`config.mk`:
```
export PLATFORM = sky130hd
export DESIGN_NAME = backend_power_sequencer
export DESIGN_NICKNAME = d
export VERILOG_FILES = /design/src/rtl/backend_seq_pkg.sv /design/src/rtl/backend_serial_rx.sv /design/src/rtl/backend_power_sequencer.sv
export SDC_FILE = /design/constraint.sdc
export NUM_CORES = 1
export LEC_CHECK = 0
export CAP_MARGIN = 40
export CORE_UTILIZATION = 62
export CTS_BUF_LIST = sky130_fd_sc_hd__clkbuf_4 sky130_fd_sc_hd__clkbuf_8
export DETAILED_ROUTE_END_ITERATION = 6
export DONT_BUFFER_PORTS = 1
export GPL_TIMING_DRIVEN = 0
export PLACE_DENSITY_LB_ADDON = 0.08
export SKIP_CTS_REPAIR_TIMING = 1
export SYNTH_ARGS = -nofsm -noshare
export SYNTH_HDL_FRONTEND = slang
export SYNTH_SLANG_ARGS = --single-unit
```
`constraint.sdc`:
```
create_clock -name i_clk -period 2.7 [get_ports i_clk]
set_clock_uncertainty 0.1 [all_clocks]
set_input_delay 0.135 -clock i_clk [delete_from_list [all_inputs] [get_ports i_clk]]
set_output_delay 0.135 -clock i_clk [all_outputs]
set_load 0.02 [all_outputs]
```
`src/rtl/backend_seq_pkg.sv`:
```
`default_nettype none
// ============================================================================
// Module   : backend_seq_pkg
// Purpose  : Shared types and constants for the backend power sequencer.
//            Holds the sequencer state encoding, the serial frame geometry,
//            the gain field positions and small delay helper functions.
// Ports    : none (package)
// Revision : 1.0 - initial release
// ============================================================================
package backend_seq_pkg;

  // Serial frame geometry: start bit + 5 data bits + parity bit.
  localparam int FRAME_BITS = 7;
  localparam int DATA_BITS  = 5;

  // Gain field positions inside the received data word.
  localparam int GA1_LSB = 0;
  localparam int GA1_W   = 2;
  localparam int GA2_LSB = 2;
  localparam int GA2_W   = 3;

  typedef enum logic [2:0] {
    S_IDLE     = 3'd0,
    S_VCO_WAIT = 3'd1,
    S_AMP_WAIT = 3'd2,
    S_RDY_WAIT = 3'd3,
    S_READY    = 3'd4
  } seq_state_t;

  // A zero delay still needs one edge to leave the state.
  function automatic int eff_dly(input int d);
    return (d < 1) ? 1 : d;
  endfunction

  function automatic int max3(input int a, input int b, input int c);
    int m;
    m = (a > b) ? a : b;
    return (m > c) ? m : c;
  endfunction

endpackage
`default_nettype wire

```
`src/rtl/backend_serial_rx.sv`:
```
`default_nettype none
// ============================================================================
// Module   : backend_serial_rx
// Purpose  : Oversampled serial gain-frame receiver. Synchronizes i_sclk and
//            i_sdin into i_clk, detects sclk rising edges, hunts for a start
//            bit, collects 5 data bits plus even parity and guards against
//            stalled frames with an inter-edge timeout.
// Ports    : i_clk       - system clock
//            i_resetbAll - async active-low reset
//            i_sclk      - serial clock (asynchronous)
//            i_sdin      - serial data (asynchronous)
//            o_rx_valid  - one-cycle strobe, frame accepted
//            o_rx_data   - received data bits, valid with o_rx_valid
//            o_rx_err    - one-cycle strobe, parity error or timeout
// Revision : 1.0 - initial release
// ============================================================================
module backend_serial_rx
  import backend_seq_pkg::*;
#(
  parameter int SYNC_STAGES = 2,
  parameter int TIMEOUT     = 64
) (
  input  logic                 i_clk,
  input  logic                 i_resetbAll,
  input  logic                 i_sclk,
  input  logic                 i_sdin,
  output logic                 o_rx_valid,
  output logic [DATA_BITS-1:0] o_rx_data,
  output logic                 o_rx_err
);

  localparam int c_SYNC  = (SYNC_STAGES < 2) ? 2 : SYNC_STAGES;
  localparam int c_TO    = (TIMEOUT < 1) ? 1 : TIMEOUT;
  localparam int c_GAP_W = $clog2(c_TO + 1);
  localparam int c_CNT_W = $clog2(FRAME_BITS);

  logic [c_SYNC-1:0]    r_sclk_sync;
  logic [c_SYNC-1:0]    r_sdin_sync;
  logic                 r_sclk_prev;
  logic                 r_busy;
  logic [c_CNT_W-1:0]   r_bit_cnt;
  logic [DATA_BITS-1:0] r_data;
  logic [c_GAP_W-1:0]   r_gap;
  logic                 r_valid;
  logic                 r_err;

  logic w_sclk;
  logic w_sdin;
  logic w_rise;

  assign w_sclk = r_sclk_sync[c_SYNC-1];
  assign w_sdin = r_sdin_sync[c_SYNC-1];
  assign w_rise = w_sclk & ~r_sclk_prev;

  always_ff @(posedge i_clk or negedge i_resetbAll) begin
    if (!i_resetbAll) begin
      r_sclk_sync <= '0;
      r_sdin_sync <= '0;
      r_sclk_prev <= 1'b0;
    end else begin
      r_sclk_sync <= {r_sclk_sync[c_SYNC-2:0], i_sclk};
      r_sdin_sync <= {r_sdin_sync[c_SYNC-2:0], i_sdin};
      r_sclk_prev <= w_sclk;
    end
  end

  always_ff @(posedge i_clk or negedge i_resetbAll) begin
    if (!i_resetbAll) begin
      r_busy    <= 1'b0;
      r_bit_cnt <= '0;
      r_data    <= '0;
      r_gap     <= '0;
      r_valid   <= 1'b0;
      r_err     <= 1'b0;
    end else begin
      r_valid <= 1'b0;
      r_err   <= 1'b0;
      if (!r_busy) begin
        // Hunt: zeros are ignored, a sampled one is the start bit.
        r_gap <= '0;
        if (w_rise && w_sdin) begin
          r_busy    <= 1'b1;
          r_bit_cnt <= c_CNT_W'(1);
        end
      end else if (w_rise) begin
        r_gap <= '0;
        if (r_bit_cnt == c_CNT_W'(FRAME_BITS - 1)) begin
          // Parity sample: data plus parity must XOR to zero.
          r_busy    <= 1'b0;
          r_bit_cnt <= '0;
          if ((^r_data ^ w_sdin) == 1'b0) begin
            r_valid <= 1'b1;
          end else begin
            r_err <= 1'b1;
          end
        end else begin
          // Shift in from the top so the first data bit ends up in bit 0.
          r_data    <= {w_sdin, r_data[DATA_BITS-1:1]};
          r_bit_cnt <= r_bit_cnt + 1'b1;
        end
      end else if (r_gap == c_GAP_W'(c_TO - 1)) begin
        r_busy    <= 1'b0;
        r_bit_cnt <= '0;
        r_gap     <= '0;
        r_err     <= 1'b1;
      end else begin
        r_gap <= r_gap + 1'b1;
      end
    end
  end

  assign o_rx_valid = r_valid;
  assign o_rx_data  = r_data;
  assign o_rx_err   = r_err;

endmodule
`default_nettype wire

```
`src/rtl/backend_power_sequencer.sv`:
```
`default_nettype none
// ============================================================================
// Module   : backend_power_sequencer
// Purpose  : Backend configuration and power-up sequencer. Latches amplifier
//            gain codes from serial frames and releases VCO reset, amplifier
//            resets and the ready flag after programmable i_clk delays.
//            Accepts reconfiguration while running.
// Ports    : i_clk       - system clock
//            i_resetbAll - async active-low reset
//            i_sclk      - serial clock (asynchronous)
//            i_sdin      - serial data
//            o_ready     - backend ready
//            o_resetb1   - amplifier 1 reset, active-low
//            o_gainA1    - amplifier 1 gain code
//            o_resetb2   - amplifier 2 reset, active-low
//            o_gainA2    - amplifier 2 gain code
//            o_resetbvco - VCO reset, active-low
//            o_frame_err - one-cycle pulse on rejected frame
// Revision : 1.0 - initial release
// ============================================================================
module backend_power_sequencer
  import backend_seq_pkg::*;
#(
  parameter int VCO_DLY     = 2,
  parameter int AMP_DLY     = 10,
  parameter int RDY_DLY     = 10,
  parameter int SYNC_STAGES = 2,
  parameter int TIMEOUT     = 64
) (
  input  logic             i_clk,
  input  logic             i_resetbAll,
  input  logic             i_sclk,
  input  logic             i_sdin,
  output logic             o_ready,
  output logic             o_resetb1,
  output logic [GA1_W-1:0] o_gainA1,
  output logic             o_resetb2,
  output logic [GA2_W-1:0] o_gainA2,
  output logic             o_resetbvco,
  output logic             o_frame_err
);

  localparam int c_VCO_EFF = eff_dly(VCO_DLY);
  localparam int c_AMP_EFF = eff_dly(AMP_DLY);
  localparam int c_RDY_EFF = eff_dly(RDY_DLY);
  localparam int c_MAX     = max3(c_VCO_EFF, c_AMP_EFF, c_RDY_EFF);
  localparam int c_CNT_W   = (c_MAX > 1) ? $clog2(c_MAX) : 1;

  // Counter is loaded with delay-1 on entry; leaving happens on the edge
  // that sees it at zero, so the output moves exactly DLY edges later.
  localparam logic [c_CNT_W-1:0] c_VCO_LOAD = c_CNT_W'(c_VCO_EFF - 1);
  localparam logic [c_CNT_W-1:0] c_AMP_LOAD = c_CNT_W'(c_AMP_EFF - 1);
  localparam logic [c_CNT_W-1:0] c_RDY_LOAD = c_CNT_W'(c_RDY_EFF - 1);

  logic                 w_rx_valid;
  logic [DATA_BITS-1:0] w_rx_data;
  logic                 w_rx_err;

  seq_state_t           r_state;
  logic [c_CNT_W-1:0]   r_cnt;
  logic                 r_ready;
  logic                 r_resetb_amp;
  logic                 r_resetbvco;
  logic [GA1_W-1:0]     r_gainA1;
  logic [GA2_W-1:0]     r_gainA2;
  logic                 r_frame_err;

  backend_serial_rx #(
    .SYNC_STAGES (SYNC_STAGES),
    .TIMEOUT     (TIMEOUT)
  ) u_rx (
    .i_clk       (i_clk),
    .i_resetbAll (i_resetbAll),
    .i_sclk      (i_sclk),
    .i_sdin      (i_sdin),
    .o_rx_valid  (w_rx_valid),
    .o_rx_data   (w_rx_data),
    .o_rx_err    (w_rx_err)
  );

  always_ff @(posedge i_clk or negedge i_resetbAll) begin
    if (!i_resetbAll) begin
      r_state      <= S_IDLE;
      r_cnt        <= '0;
      r_ready      <= 1'b0;
      r_resetb_amp <= 1'b0;
      r_resetbvco  <= 1'b0;
      r_gainA1     <= '0;
      r_gainA2     <= '0;
      r_frame_err  <= 1'b0;
    end else begin
      r_frame_err <= w_rx_err;
      if (w_rx_valid) begin
        r_gainA1 <= w_rx_data[GA1_LSB +: GA1_W];
        r_gainA2 <= w_rx_data[GA2_LSB +: GA2_W];
        case (r_state)
          S_IDLE, S_VCO_WAIT: begin
            r_state <= S_VCO_WAIT;
            r_cnt   <= c_VCO_LOAD;
          end
          default: begin
            // Reconfig: VCO keeps running, amplifiers re-sequence.
            r_state      <= S_AMP_WAIT;
            r_cnt        <= c_AMP_LOAD;
            r_resetb_amp <= 1'b0;
            r_ready      <= 1'b0;
          end
        endcase
      end else begin
        case (r_state)
          S_VCO_WAIT: begin
            if (r_cnt == '0) begin
              r_resetbvco <= 1'b1;
              r_state     <= S_AMP_WAIT;
              r_cnt       <= c_AMP_LOAD;
            end else begin
              r_cnt <= r_cnt - 1'b1;
            end
          end
          S_AMP_WAIT: begin
            if (r_cnt == '0) begin
              r_resetb_amp <= 1'b1;
              r_state      <= S_RDY_WAIT;
              r_cnt        <= c_RDY_LOAD;
            end else begin
              r_cnt <= r_cnt - 1'b1;
            end
          end
          S_RDY_WAIT: begin
            if (r_cnt == '0) begin
              r_ready <= 1'b1;
              r_state <= S_READY;
              r_cnt   <= '0;
            end else begin
              r_cnt <= r_cnt - 1'b1;
            end
          end
          default: begin
          end
        endcase
      end
    end
  end

  assign o_ready     = r_ready;
  assign o_resetb1   = r_resetb_amp;
  assign o_resetb2   = r_resetb_amp;
  assign o_resetbvco = r_resetbvco;
  assign o_gainA1    = r_gainA1;
  assign o_gainA2    = r_gainA2;
  assign o_frame_err = r_frame_err;

endmodule
`default_nettype wire

```
==> flow_metrics.env <==
export IMPL_status="finished clean"
export IMPL_vias=1131
export IMPL_hold_ws_ps=180
export IMPL_cts_inserted_buffers=5
export IMPL_grt_pass1_vias=1061
export IMPL_rsz0062_at_grt="false"
export IMPL_grt_pass1_wl_mm=4.52
export IMPL_cts_htree_levels=2
export IMPL_yosysSeqAreaShare_pct=56.6
export IMPL_cp_slowest_cell="dfrtp_1"
export IMPL_power_density_mw_per_mm2=894
export IMPL_clock_sinks=39
export IMPL_maxCapViolCount=0
export IMPL_ys_ff_latch=39
export IMPL_critPathKind="reg -> reg"
export IMPL_cp_slowest_stage_delay_ps=410
export IMPL_synthFlopType="dfrtp_1"
export IMPL_p_leak_nw=0.849
export IMPL_first_pass_iters=5
export IMPL_postSynthCellCount=150
export IMPL_synth_area_per_cell_um2=11.5
export IMPL_drc=0
export IMPL_setup_ws_ps=869
export IMPL_final_antenna_net_count=0
export IMPL_clk_latency_ps=330
export IMPL_fp_dieH_um=54.7
export IMPL_clockBufferDepth=2
export IMPL_fmax_mhz=546
export IMPL_antenna_found_initial=0
export IMPL_coreArea_mm2=0.00254
export IMPL_synth_distinct_cells=42
export IMPL_dpl_hpwl_mm=2.03
export IMPL_post_place_ws_ps=893
export IMPL_cp_required_ps=2830
export IMPL_drt_initial_drc_count=30
export IMPL_dieWidth_um=54.7
export IMPL_clk_pin_slew_ps=110
export IMPL_grt_overflow_total=0
export IMPL_rows=18
export IMPL_die_area_mm2=0.00300
export IMPL_synth_edf_count=0
export IMPL_crit_path_start_kind="flip-flop"
export IMPL_syn_area_mm2=0.00172
export IMPL_synth_fp_nets=157
export IMPL_gp_congestion=0.805
export IMPL_antenna_cells=0
export IMPL_routed_wl_mm=2.82
export IMPL_portBuffers=0
export IMPL_yosysWarnings=0
export IMPL_cp_end_kind="flip-flop"
export IMPL_wire_per_inst_um=14.7
export IMPL_worst_pin_slew_ps=442
export IMPL_gr_usage_all_layers_pct=22.1
export IMPL_ir_drop_uv=681
export IMPL_viasPerCell=5.89
export IMPL_r2r_slack_ps=870
export IMPL_hp_class="in -> async"
export IMPL_crit_arrival_ps=1960
export IMPL_cts_root_buffer="clkbuf_4"
export IMPL_fin_crit_ps=1830
export IMPL_maxSlewViolCount=0
export IMPL_place_area_mm2=0.00176
export IMPL_cts_tree="built"
export IMPL_fin_nets=168
export IMPL_start_util_pct=67.7
export IMPL_path_cells="inv_1, ha_1, nor3b_2, nand3_1, o311a_1"
export IMPL_relSlewSlack_pct=70.4
export IMPL_period_share_pct=67.8
export IMPL_grt_max_degree=40
export IMPL_path_max_fanout=7
export IMPL_drive_above_1_share_pct=17.9
export IMPL_setup_violations=0
export IMPL_fin_area_mm2=0.00188
export IMPL_hold_violations=0
export IMPL_fill_cells=178
export IMPL_synthArstFlopShare_pct=100
export IMPL_pin_count=14
export IMPL_setup_tns_ps=0
export IMPL_area_growth_pct=8.85
==> cell families (layout without fill, tap and decap cells) <==
| logic type | count (synthesis) | after routing | synth area share, % |
|---|---|---|---|
| AOI/OAI and AO/OA | 26 | 26 | 10.6 |
| xor gates and xnor gates | 9 | 9 | 4.57 |
| adders and majority gates | 4 | 4 | 2.83 |
| buffers and inverters | 13 | 25 | 3.19 |
| DFF | 39 | 39 | 56.6 |
| muxes | 12 | 12 | 7.76 |
| and+or+nand+nor | 47 | 47 | 14.4 |
==> cells in the final DEF (no fill, tap or decap), types with 2 or more instances in the layout <==
cell | netlist | routed
clkbuf_1 | 3 | 3
ha_1 | 3 | 3
inv_1 | 7 | 7
or3_1 | 3 | 3
xnor2_1 | 8 | 8
buf_2 | 2 | 2
mux2_2 | 11 | 11
o21ai_1 | 2 | 2
o32ai_1 | 2 | 2
a31oi_1 | 2 | 2
dlygate4sd3_1 | 0 | 3
nor3_1 | 2 | 2
a32o_1 | 2 | 2
dfrtp_1 | 39 | 39
a21oi_1 | 5 | 5
nand3_1 | 3 | 3
and3_1 | 3 | 3
nor2_1 | 15 | 15
o21ai_0 | 4 | 4
clkbuf_4 | 0 | 7
nand2_1 | 11 | 11
==> layout make-up <==
type	count	area, µm²	area share, %
well taps	30	37.5	2.00
clock buffers	7	52.6	2.80
clock inverters	1	5.00	0.267
repair buffers	4	57.6	3.07
multi-input cells	98	693	36.9
inverters	7	26.3	1.40
plain buffers	6	28.8	1.53
flip-flops and latches	39	976	52.0
==> through the flow <==
stage	std cells	util (%)	total power (W)
after floorplan	150	-	0.00126
after global placement	180	69.2	0.00133
after detailed placement	180	69.2	0.00137
after CTS	188	71.5	0.00167
after global routing	192	73.7	0.00179
final	192	73.7	0.00168
==> worst max-delay path, delay by kind of cell, from the launching register on <==
kind / cells / cell delay (ps)
adder cells (fa/ha/maj): 1 / 190
flip-flops: 1 / 410
buffers and inverters: 1 / 110
AND/OR/NAND/NOR: 2 / 610
AO/OA/AOI/OAI: 1 / 320
==> report_power, final <==
group / switching (W) / internal, W / total (W)
clock: 0.000180 / 0.000122 / 0.000302
combinational: 0.000257 / 0.000271 / 0.000528
sequential: 0.000138 / 0.000711 / 0.000848
==> Yosys cell counts, types with 2 or more instances <==
cell type	instances	area (µm²)
or3_1	3	18.8
a31oi_1	2	12.5
a21oi_1	5	25.0
ha_1	3	37.5
nor3_1	2	10.0
nand2_1	11	41.3
nor2_1	15	56.3
nand3_1	3	15.0
o21ai_1	2	10.0
buf_2	2	10.0
o32ai_1	2	17.5
a32o_1	2	20.0
xnor2_1	8	70.1
clkbuf_1	3	11.3
and3_1	3	18.8
inv_1	7	26.3
dfrtp_1	39	976
o21ai_0	4	20.0
mux2_2	11	124
==> routing by layer <==
layer | wire (µm) | global-route usage [%] | vias to the layer above
li1 | - | - | 542
met1 | 1300 | 28.2 | 559
met2 | 1380 | 36.1 | 25
met3 | 103 | 5.00 | 5
met4 | 35 | 8.97 | 0
met5 | 0 | 0 | -
==> sequential cells by signal, indices dropped and copies added (netlist names), 2 cells and up <==
register	cells
o_gainA1	2
o_gainA2	3
r_cnt	4
r_state	3
u_rx.o_rx_data	5
u_rx.r_bit_cnt	3
u_rx.r_gap	7
u_rx.r_sclk_sync	2
u_rx.r_sdin_sync	2
==> final timing paths <==
| path | startpoint | endpoint | cells after the start |
|---|---|---|---|
| min in group i_clk | u_rx.r_sclk_sync[0] | u_rx.r_sclk_sync[1] | 0 |
| worst min-delay path | i_resetbAll | u_rx.r_gap[3] | 2 |
| worst max-delay path | r_cnt[0] | r_state[1] | 5 |
| worst max register to register | r_cnt[0] | r_state[1] | 5 |
| worst min register to register | u_rx.r_sclk_sync[0] | u_rx.r_sclk_sync[1] | 0 |
| max in group asynchronous | i_resetbAll | u_rx.r_sdin_sync[0] | 2 |
Power figures use the tool's default switching activity.
